<file path="src/rtl/fft_pair_gen.sv">
// Radix-2 DIF pairing stage: buffers the first half of each frame, then emits (x[n], x[n+N/2]) pairs
// with a valid/last tag delayed to match FFT_cadd. Optional align-error counter via FFT_PAIR_ERR_CNT_EN.
`ifndef FFT_DATA_WIDTH
`define FFT_DATA_WIDTH 16
`endif

module fft_pair_gen #(
    parameter int FFT_SIZE = 64,
    parameter int CADD_LAT = 2
) (
    input  logic                          clk,
    input  logic                          rst,
    input  logic [2*`FFT_DATA_WIDTH-1:0]  in_data,
    input  logic                          in_valid,
    input  logic                          in_sop,
    output logic [2*`FFT_DATA_WIDTH-1:0]  opa,
    output logic [2*`FFT_DATA_WIDTH-1:0]  opb,
    output logic                          pair_valid,
    output logic                          pair_last,
    output logic                          sum_valid,
    output logic                          sum_last,
    output logic                          align_err
`ifdef FFT_PAIR_ERR_CNT_EN
    ,
    output logic [15:0]                   align_err_cnt
`endif
);

    localparam int SW   = 2 * `FFT_DATA_WIDTH;
    localparam int HALF = FFT_SIZE / 2;
    localparam int CW   = $clog2(HALF);
    localparam logic [CW-1:0] CNT_LAST = CW'(HALF - 1);
    localparam logic [CW-1:0] CNT_ONE  = CW'(1);

    localparam logic [1:0] ST_IDLE = 2'd0;
    localparam logic [1:0] ST_FILL = 2'd1;
    localparam logic [1:0] ST_PAIR = 2'd2;

    logic [1:0]    state_reg, state_next;
    logic [CW-1:0] cnt_reg, cnt_next;
    logic          wr_en;
    logic [CW-1:0] wr_addr;
    logic          pair_fire;
    logic          err_next;

    logic [SW-1:0] buf_mem [HALF];
    logic [SW-1:0] opa_reg, opb_reg;
    logic          pair_valid_reg, pair_last_reg, align_err_reg;
    logic [CADD_LAT-1:0] dly_valid_reg, dly_last_reg;

    // A qualified sop always restarts the frame; it is an error unless we were idle.
    always_comb begin
        state_next = state_reg;
        cnt_next   = cnt_reg;
        wr_en      = 1'b0;
        wr_addr    = cnt_reg;
        pair_fire  = 1'b0;
        err_next   = 1'b0;
        if (in_valid) begin
            if (in_sop) begin
                wr_en      = 1'b1;
                wr_addr    = '0;
                cnt_next   = CNT_ONE;
                state_next = ST_FILL;
                err_next   = (state_reg != ST_IDLE);
            end else begin
                case (state_reg)
                    ST_IDLE: begin
                        err_next = 1'b1;
                    end
                    ST_FILL: begin
                        wr_en = 1'b1;
                        if (cnt_reg == CNT_LAST) begin
                            cnt_next   = '0;
                            state_next = ST_PAIR;
                        end else begin
                            cnt_next = cnt_reg + 1'b1;
                        end
                    end
                    ST_PAIR: begin
                        pair_fire = 1'b1;
                        if (cnt_reg == CNT_LAST) begin
                            cnt_next   = '0;
                            state_next = ST_IDLE;
                        end else begin
                            cnt_next = cnt_reg + 1'b1;
                        end
                    end
                    default: begin
                        state_next = ST_IDLE;
                        cnt_next   = '0;
                    end
                endcase
            end
        end
    end

    // Buffer is deliberately left without reset so it maps onto block RAM.
    always_ff @(posedge clk) begin
        if (wr_en) begin
            buf_mem[wr_addr] <= in_data;
        end
    end

    always_ff @(posedge clk or posedge rst) begin
        if (rst) begin
            state_reg      <= ST_IDLE;
            cnt_reg        <= '0;
            opa_reg        <= '0;
            opb_reg        <= '0;
            pair_valid_reg <= 1'b0;
            pair_last_reg  <= 1'b0;
            align_err_reg  <= 1'b0;
        end else begin
            state_reg      <= state_next;
            cnt_reg        <= cnt_next;
            pair_valid_reg <= pair_fire;
            pair_last_reg  <= pair_fire && (cnt_reg == CNT_LAST);
            align_err_reg  <= err_next;
            if (pair_fire) begin
                opa_reg <= buf_mem[cnt_reg];
                opb_reg <= in_data;
            end
        end
    end

    // Tag delay line matching the downstream adder latency.
    generate
        for (genvar gi = 0; gi < CADD_LAT; gi++) begin : g_dly
            if (gi == 0) begin : g_head
                always_ff @(posedge clk or posedge rst) begin
                    if (rst) begin
                        dly_valid_reg[gi] <= 1'b0;
                        dly_last_reg[gi]  <= 1'b0;
                    end else begin
                        dly_valid_reg[gi] <= pair_valid_reg;
                        dly_last_reg[gi]  <= pair_last_reg;
                    end
                end
            end else begin : g_tail
                always_ff @(posedge clk or posedge rst) begin
                    if (rst) begin
                        dly_valid_reg[gi] <= 1'b0;
                        dly_last_reg[gi]  <= 1'b0;
                    end else begin
                        dly_valid_reg[gi] <= dly_valid_reg[gi-1];
                        dly_last_reg[gi]  <= dly_last_reg[gi-1];
                    end
                end
            end
        end
    endgenerate

`ifdef FFT_PAIR_ERR_CNT_EN
    logic [15:0] err_cnt_reg;

    always_ff @(posedge clk or posedge rst) begin
        if (rst) begin
            err_cnt_reg <= '0;
        end else if (err_next && (err_cnt_reg != 16'hFFFF)) begin
            err_cnt_reg <= err_cnt_reg + 16'd1;
        end
    end

    assign align_err_cnt = err_cnt_reg;
`endif

    assign opa        = opa_reg;
    assign opb        = opb_reg;
    assign pair_valid = pair_valid_reg;
    assign pair_last  = pair_last_reg;
    assign sum_valid  = dly_valid_reg[CADD_LAT-1];
    assign sum_last   = dly_last_reg[CADD_LAT-1];
    assign align_err  = align_err_reg;

endmodule

</file>
<file path="config.mk">
export PLATFORM = sky130hd
export DESIGN_NAME = fft_pair_gen
export DESIGN_NICKNAME = d
export VERILOG_FILES = /design/src/rtl/fft_pair_gen.sv
export SDC_FILE = /design/constraint.sdc
export NUM_CORES = 1
export LEC_CHECK = 0
export ABC_AREA = 0
export CORE_MARGIN = 5
export CORE_UTILIZATION = 30
export CTS_CLUSTER_SIZE = 20
export DETAILED_ROUTE_END_ITERATION = 8
export SYNTH_ARGS = -nofsm -noshare
export SYNTH_HDL_FRONTEND = slang
export SYNTH_SLANG_ARGS = --single-unit
</file>
<file path="constraint.sdc">
create_clock -name clk -period 3.4 [get_ports clk]
set_input_delay 0.68 -clock clk [delete_from_list [all_inputs] [get_ports clk]]
set_output_delay 0.68 -clock clk [all_outputs]
set_load 0.01 [all_outputs]
</file>
==> impl_metrics.tcl, run 1 <==
set metrics [dict create \
    die_y_um 385 \
    io_buffers 104 \
    multiInputGateArea_mm2 0.00911 \
    ys_ff_latch 1102 \
    post-route-period-util_pct 83.9 \
    critPathKind "reg -> reg" \
    slowest_delay_ps 800 \
    path_max_fanout 64 \
    grt_pass1_wl_mm 149 \
    ys_types 43 \
    power_density_mw_per_mm2 680 \
    largest_reg_flops 1024 \
    grt_pass1_vias 21548 \
    fin_skew_ps 44.2 \
    worstMarginPinSlew_ps 838 \
    wirelength_mm 102 \
    ys_seq_area_share_pct 77.4 \
    track_usage_pct 13.5 \
    start_util_pct 30.2 \
    rsz0062_at_grt "false" \
    drv_cap 0 \
    fill_cells 12708 \
    firstDrtPassIters 5 \
    io-pin-count 105 \
    dr_total_vias 20895 \
    wl_per_cell_um 23.7 \
    cts_buffer_depth 3 \
    slowest_stage "dfrtp_4" \
    clock.fmax_mhz 350 \
    htreeDepth 3 \
    ant_nets 0 \
    cp_top_family "flip-flops" \
    clk_pin_slew_ps 60 \
    cts_tree "done" \
    avgSynthCellArea_um2 20.2 \
    drt-initial-drc-count 2074 \
    hold_class "in -> async" \
    r2r_slack_ps 550 \
    slew_viol_final 0 \
    hold_viol 0 \
    crit_chain "buf_12 -> mux4_2 -> mux2i_1 -> o2111ai_1 -> o221a_1" \
    die_width_um 385 \
    arrival_ps 3410 \
    die-area_mm2 0.148 \
    yosys-top-cells-area "edfxtp_1 73%, mux4_2 8.5%, mux2i_1 6.0%, dfrtp_1 4.6%, nand2_1 1.2%" \
    finalSetupViolCount 0 \
    start_kind "register" \
    rows 137 \
    synth_area_mm2 0.0422 \
    cp-end-kind "register" \
    core_area_mm2 0.140 \
    regArea_mm2 0.0327 \
    post_cts_resized 0 \
    vdd_drop_max_mv 0.561 \
    required_ps 3960 \
    r2r-start "cnt_reg[2]" \
    power.leakage_uw 0.0166 \
    worst-path-buf-inv 1 \
    postCtsHoldBufs 0 \
    r2r_end "opa[29]" \
    cts_setup_buffers 0 \
    fin_crit_ps 2850 \
    syn_inst 2091 \
    cts_root_buffer "clkbuf_16" \
    yosysWarningCount 0 \
    area_delta_synth_final_pct 19.7 \
    layout_common_cells "1,024 x edfxtp_1, 254 x mux2i_1, 160 x mux4_2, 139 x nand2_1, 111 x clkbuf_16" \
    cts_buffers 111 \
    status "finished clean" \
    hpwl_mm 63.2 \
    insertion_delay_ps 690 \
    drive_gt1_share_pct 21.1 \
    synth_top_area_share_pct 72.8 \
    fin_setup_tns_ps 0 \
    drc_errors 0 \
    antenna_found_initial 4 \
    maxSlewHeadroom_pct 44.0 \
    yosysTopAreaCell "edfxtp_1" \
    grt_max_degree 71 \
    final_nets 2360 \
    synth_nets 2133 \
    globalRouteOverflowTotal 0 \
    clock-sinks 1102 \
    ff2ff_path_depth 5 \
    via_per_inst 4.87 \
    final_common_cell "edfxtp_1" \
    final_util_pct 36.2 \
    place.gp.congestion 0.793 \
]
-- Yosys cell counts (all sizes together) --
cell type	instances
a22o	1
inv	7
nor3b	1
nor2b	4
a211oi	1
clkbuf	38
dfrtp	78
and2	1
nand2	139
o22a	31
a21o	1
edfxtp	1024
nor2	72
o31ai	1
mux2i	254
or3b	3
o21ai	7
ha	6
o2111ai	31
a2111oi	2
and3	3
a31oi	2
buf	79
o221a	31
o211ai	1
nand3b	6
mux4	160
or3	31
mux2	2
nand3	5
a21oi	3
nand2b	1
o22ai	64
a22oi	1
-- per-layer routing --
layer	share of wire, %	track usage (%)	up-vias
li1	-	-	9007
met1	45	19.7	11019
met2	46	20.7	751
met3	7.7	2.96	116
met4	2.0	3.43	2
met5	0.011	0	-
-- per-stage QoR --
| step | setup WS [ps] | area [um^2] | instances | total power (uW) | hold WS, ps |
|---|---|---|---|---|---|
| after floorplan | 165 | 42200 | 2091 | 19700 | 331 |
| after global placement | 129 | 46700 | 4081 | 22100 | 337 |
| after detailed placement | 183 | 46700 | 4081 | 22100 | 343 |
| after CTS | 557 | 50600 | 4292 | 34700 | 250 |
| after global routing | 392 | 50600 | 4292 | 35700 | 274 |
| final | 547 | 50600 | 4293 | 34400 | 282 |
-- kinds of logic (layout without fill, tap and decap cells) --
group / Yosys count / in the layout / share of synthesized area, %
compound gates: 177 / 177 / 3.37
fa+ha+maj: 6 / 6 / 0.178
other cells: 0 / 1 / 0
mux: 416 / 416 / 14.6
buf+inv: 124 / 449 / 1.61
simple gates: 266 / 266 / 2.79
flops: 1102 / 1102 / 77.4
-- where the power goes --
part / internal, uW / leakage [uW] / total, uW / switching (uW)
Combinational: 2870 / 0.00449 / 5750 / 2890
Clock: 7370 / 0.00187 / 12600 / 5230
Sequential: 15400 / 0.0102 / 16000 / 659
Total: 25600 / 0.0166 / 34400 / 8770
-- worst max path at each step --
stage,from,to,slack (ps),cells past startpoint
after floorplan,cnt_reg[0],buf_mem[12][0],170,7
after global placement,in_valid,buf_mem[0][9],130,4
after detailed placement,in_valid,buf_mem[0][4],180,4
after CTS,cnt_reg[2],opa[29],560,5
after global routing,cnt_reg[2],opa[29],390,5
final,cnt_reg[2],opa[29],550,5
-- layout make-up --
cell class / count / share of cell area, %
well taps: 1876 / 4.64
clock inverters: 75 / 1.76
multi-input cells: 865 / 18.0
inverters: 7 / 0.0594
diodes: 1 / 0.00495
repair buffers: 231 / 4.98
flip-flops and latches: 1102 / 64.7
clock buffers: 136 / 5.84
Note: power is estimated with default switching activity, not from simulation.
==> inputs of run 2 (changes only) <==
==> constraint.sdc (replaced) <==
create_clock -name clk -period 3 [get_ports clk]
set_input_delay 0.6 -clock clk [delete_from_list [all_inputs] [get_ports clk]]
set_output_delay 0.6 -clock clk [all_outputs]
set_load 0.01 [all_outputs]
==> run 2 against run 1 <==
Worst setup slack lost 250 ps; count of clock-buffer cells in the layout shrank 10; first-iteration DRC count shrank 1.3%; die area is the same; combinational power grew 18%; clock skew grew 14 ps; sequential share of layout area is essentially flat; wire length grew 2.7%; sequential cell count is the same; global-route usage grew 0.37 points.
==> impl_metrics.tcl, run 2 (synthesized netlist as in run 1, its figures left out) <==
set metrics [dict create \
    die_width_um 385 \
    regArea_mm2 0.0327 \
    core_area_mm2 0.140 \
    finalWorstSetupSlack_ps 295 \
    path_max_fanout 18 \
    multiInputGateArea_mm2 0.00911 \
    sw_frac_of_total_pct 25.6 \
    hold_viol 0 \
    rsz0062_at_grt "false" \
    worst-path-buf-inv 1 \
    via_per_inst 4.87 \
    io-pin-count 105 \
    cts_buffers 105 \
    clock.fmax_mhz 370 \
    p_int_uw 28700 \
    critPathKind "reg -> reg" \
    power_density_mw_per_mm2 763 \
    globalRouteOverflowTotal 0 \
    dr_total_vias 20911 \
    seqPwrFrac_pct 46.9 \
    start_util_pct 30.2 \
    cts_tree "done" \
    fill_cells 12719 \
    r2r_slack_ps 290 \
    dp_slack_ps 186 \
    wl_per_cell_um 24.3 \
    start_kind "register" \
    post_dp_cell_area_mm2 0.0469 \
    grt_pass1_vias 21556 \
    area_delta_synth_final_pct 19.7 \
    ant_nets 0 \
    arrival_ps 3270 \
    die_y_um 385 \
    post-route-period-util_pct 90.2 \
    worstMarginPinSlew_ps 1220 \
    drt-initial-drc-count 2047 \
    p_comb_share_pct 17.6 \
    insertion_delay_ps 690 \
    grt_max_degree 68 \
    slowest_stage "dfrtp_4" \
    slowest_delay_ps 690 \
    hold_class "in -> async" \
    fin_skew_ps 58.6 \
    largest_reg_flops 1024 \
    io_buffers 104 \
    rows 137 \
    p_sw_uw 9880 \
    vdd_drop_max_mv 0.474 \
    hpwl_mm 65.5 \
    design_area_mm2 0.0506 \
    cts_buffer_depth 3 \
    place.gp.congestion 0.785 \
    drc_errors 0 \
    maxSlewHeadroom_pct 18.0 \
    crit_chain "buf_4 -> mux4_2 -> mux2i_1 -> o2111ai_1 -> o221a_1" \
    status "finished clean" \
    cts_setup_buffers 0 \
    final_nets 2369 \
    total_power_uw 38600 \
    grt_pass1_wl_mm 152 \
    final_common_cell "edfxtp_1" \
    cts_root_buffer "clkbuf_16" \
    htreeDepth 3 \
    clk_pin_slew_ps 60 \
    die-area_mm2 0.148 \
    fin_crit_ps 2710 \
    layout_common_cells "1,024 x edfxtp_1, 254 x mux2i_1, 160 x mux4_2, 139 x nand2_1, 106 x clkbuf_16" \
    wirelength_mm 104 \
    power.leakage_uw 0.0166 \
    cp-end-kind "register" \
    track_usage_pct 13.9 \
    finalSetupViolCount 0 \
    antenna_found_initial 4 \
    clock-sinks 1102 \
    required_ps 3570 \
    power.share.clock_pct 35.5 \
    drive_gt1_share_pct 21.2 \
    cp_top_family "multiplexers" \
    post_cts_resized 0 \
    postCtsHoldBufs 0 \
    slew_viol_final 0 \
    firstDrtPassIters 5 \
    drv_cap 0 \
]
-- run 2: cell types whose count changed in the layout (fill, tap and decap cells not counted), moves of 5 or more --
cell / before / now
clkbuf_8: 8 / 2
buf_4: 85 / 92
clkbuf_16: 111 / 106
buf_12: 42 / 50
-- run 2: worst paths after layout --
| path | cells after the start | start | end |
|---|---|---|---|
| worst min register to register | 0 | dly_last_reg[0] | sum_last |
| worst min-delay path | 2 | rst | opb[6] |
| worst max-delay path | 5 | cnt_reg[1] | opa[6] |
| max in group asynchronous | 3 | rst | opb[22] |
| min in group clk | 0 | dly_last_reg[0] | sum_last |
| worst max register to register | 5 | cnt_reg[1] | opa[6] |
-- run 2: routing by layer --
| layer | vias to the layer above | wire length, um | global-route usage, % |
|---|---|---|---|
| li1 | 9016 | - | - |
| met1 | 11032 | 45000 | 19.5 |
| met2 | 755 | 49400 | 22.3 |
| met3 | 108 | 8300 | 3.10 |
| met4 | 0 | 1540 | 3.07 |
| met5 | - | 0 | 0 |
-- run 2: stage by stage --
stage / cells / utilization, % / setup TNS, ps / hold WS (ps)
5_1_grt: 4295 / 36.2 / 0 / 355
3_3_place_gp: 4096 / 33.6 / 0 / 339
4_1_cts: 4295 / 36.2 / 0 / 328
2_1_floorplan: 2091 / - / -224260 / 331
6_report: 4296 / 36.2 / 0 / 348
3_5_place_dp: 4096 / 33.6 / 0 / 335
-- run 2: layout make-up --
class	instances	area share, %
diodes	1	0.00495
inverters	7	0.0594
repair buffers	246	5.41
clock buffers	126	5.44
flip-flops and latches	1102	64.7
clock inverters	73	1.72
well taps	1876	4.64
multi-input cells	865	18.0
-- run 2: worst register-to-register path, delay by kind of cell, from the launching register on --
| family | cells | cell delay [ps] |
|---|---|---|
| compound gates | 2 | 380 |
| buf+inv | 1 | 460 |
| flops | 1 | 690 |
| mux | 2 | 1050 |
-- run 2: power groups by stage --
stage / logic (uW) / clock network [uW] / registers [uW]
2_1_floorplan: 4120 / 0 / 18200
3_3_place_gp: 6780 / 0 / 18400
3_5_place_dp: 6860 / 0 / 18400
4_1_cts: 6890 / 13900 / 18100
5_1_grt: 7260 / 14600 / 18100
6_report: 6800 / 13700 / 18100
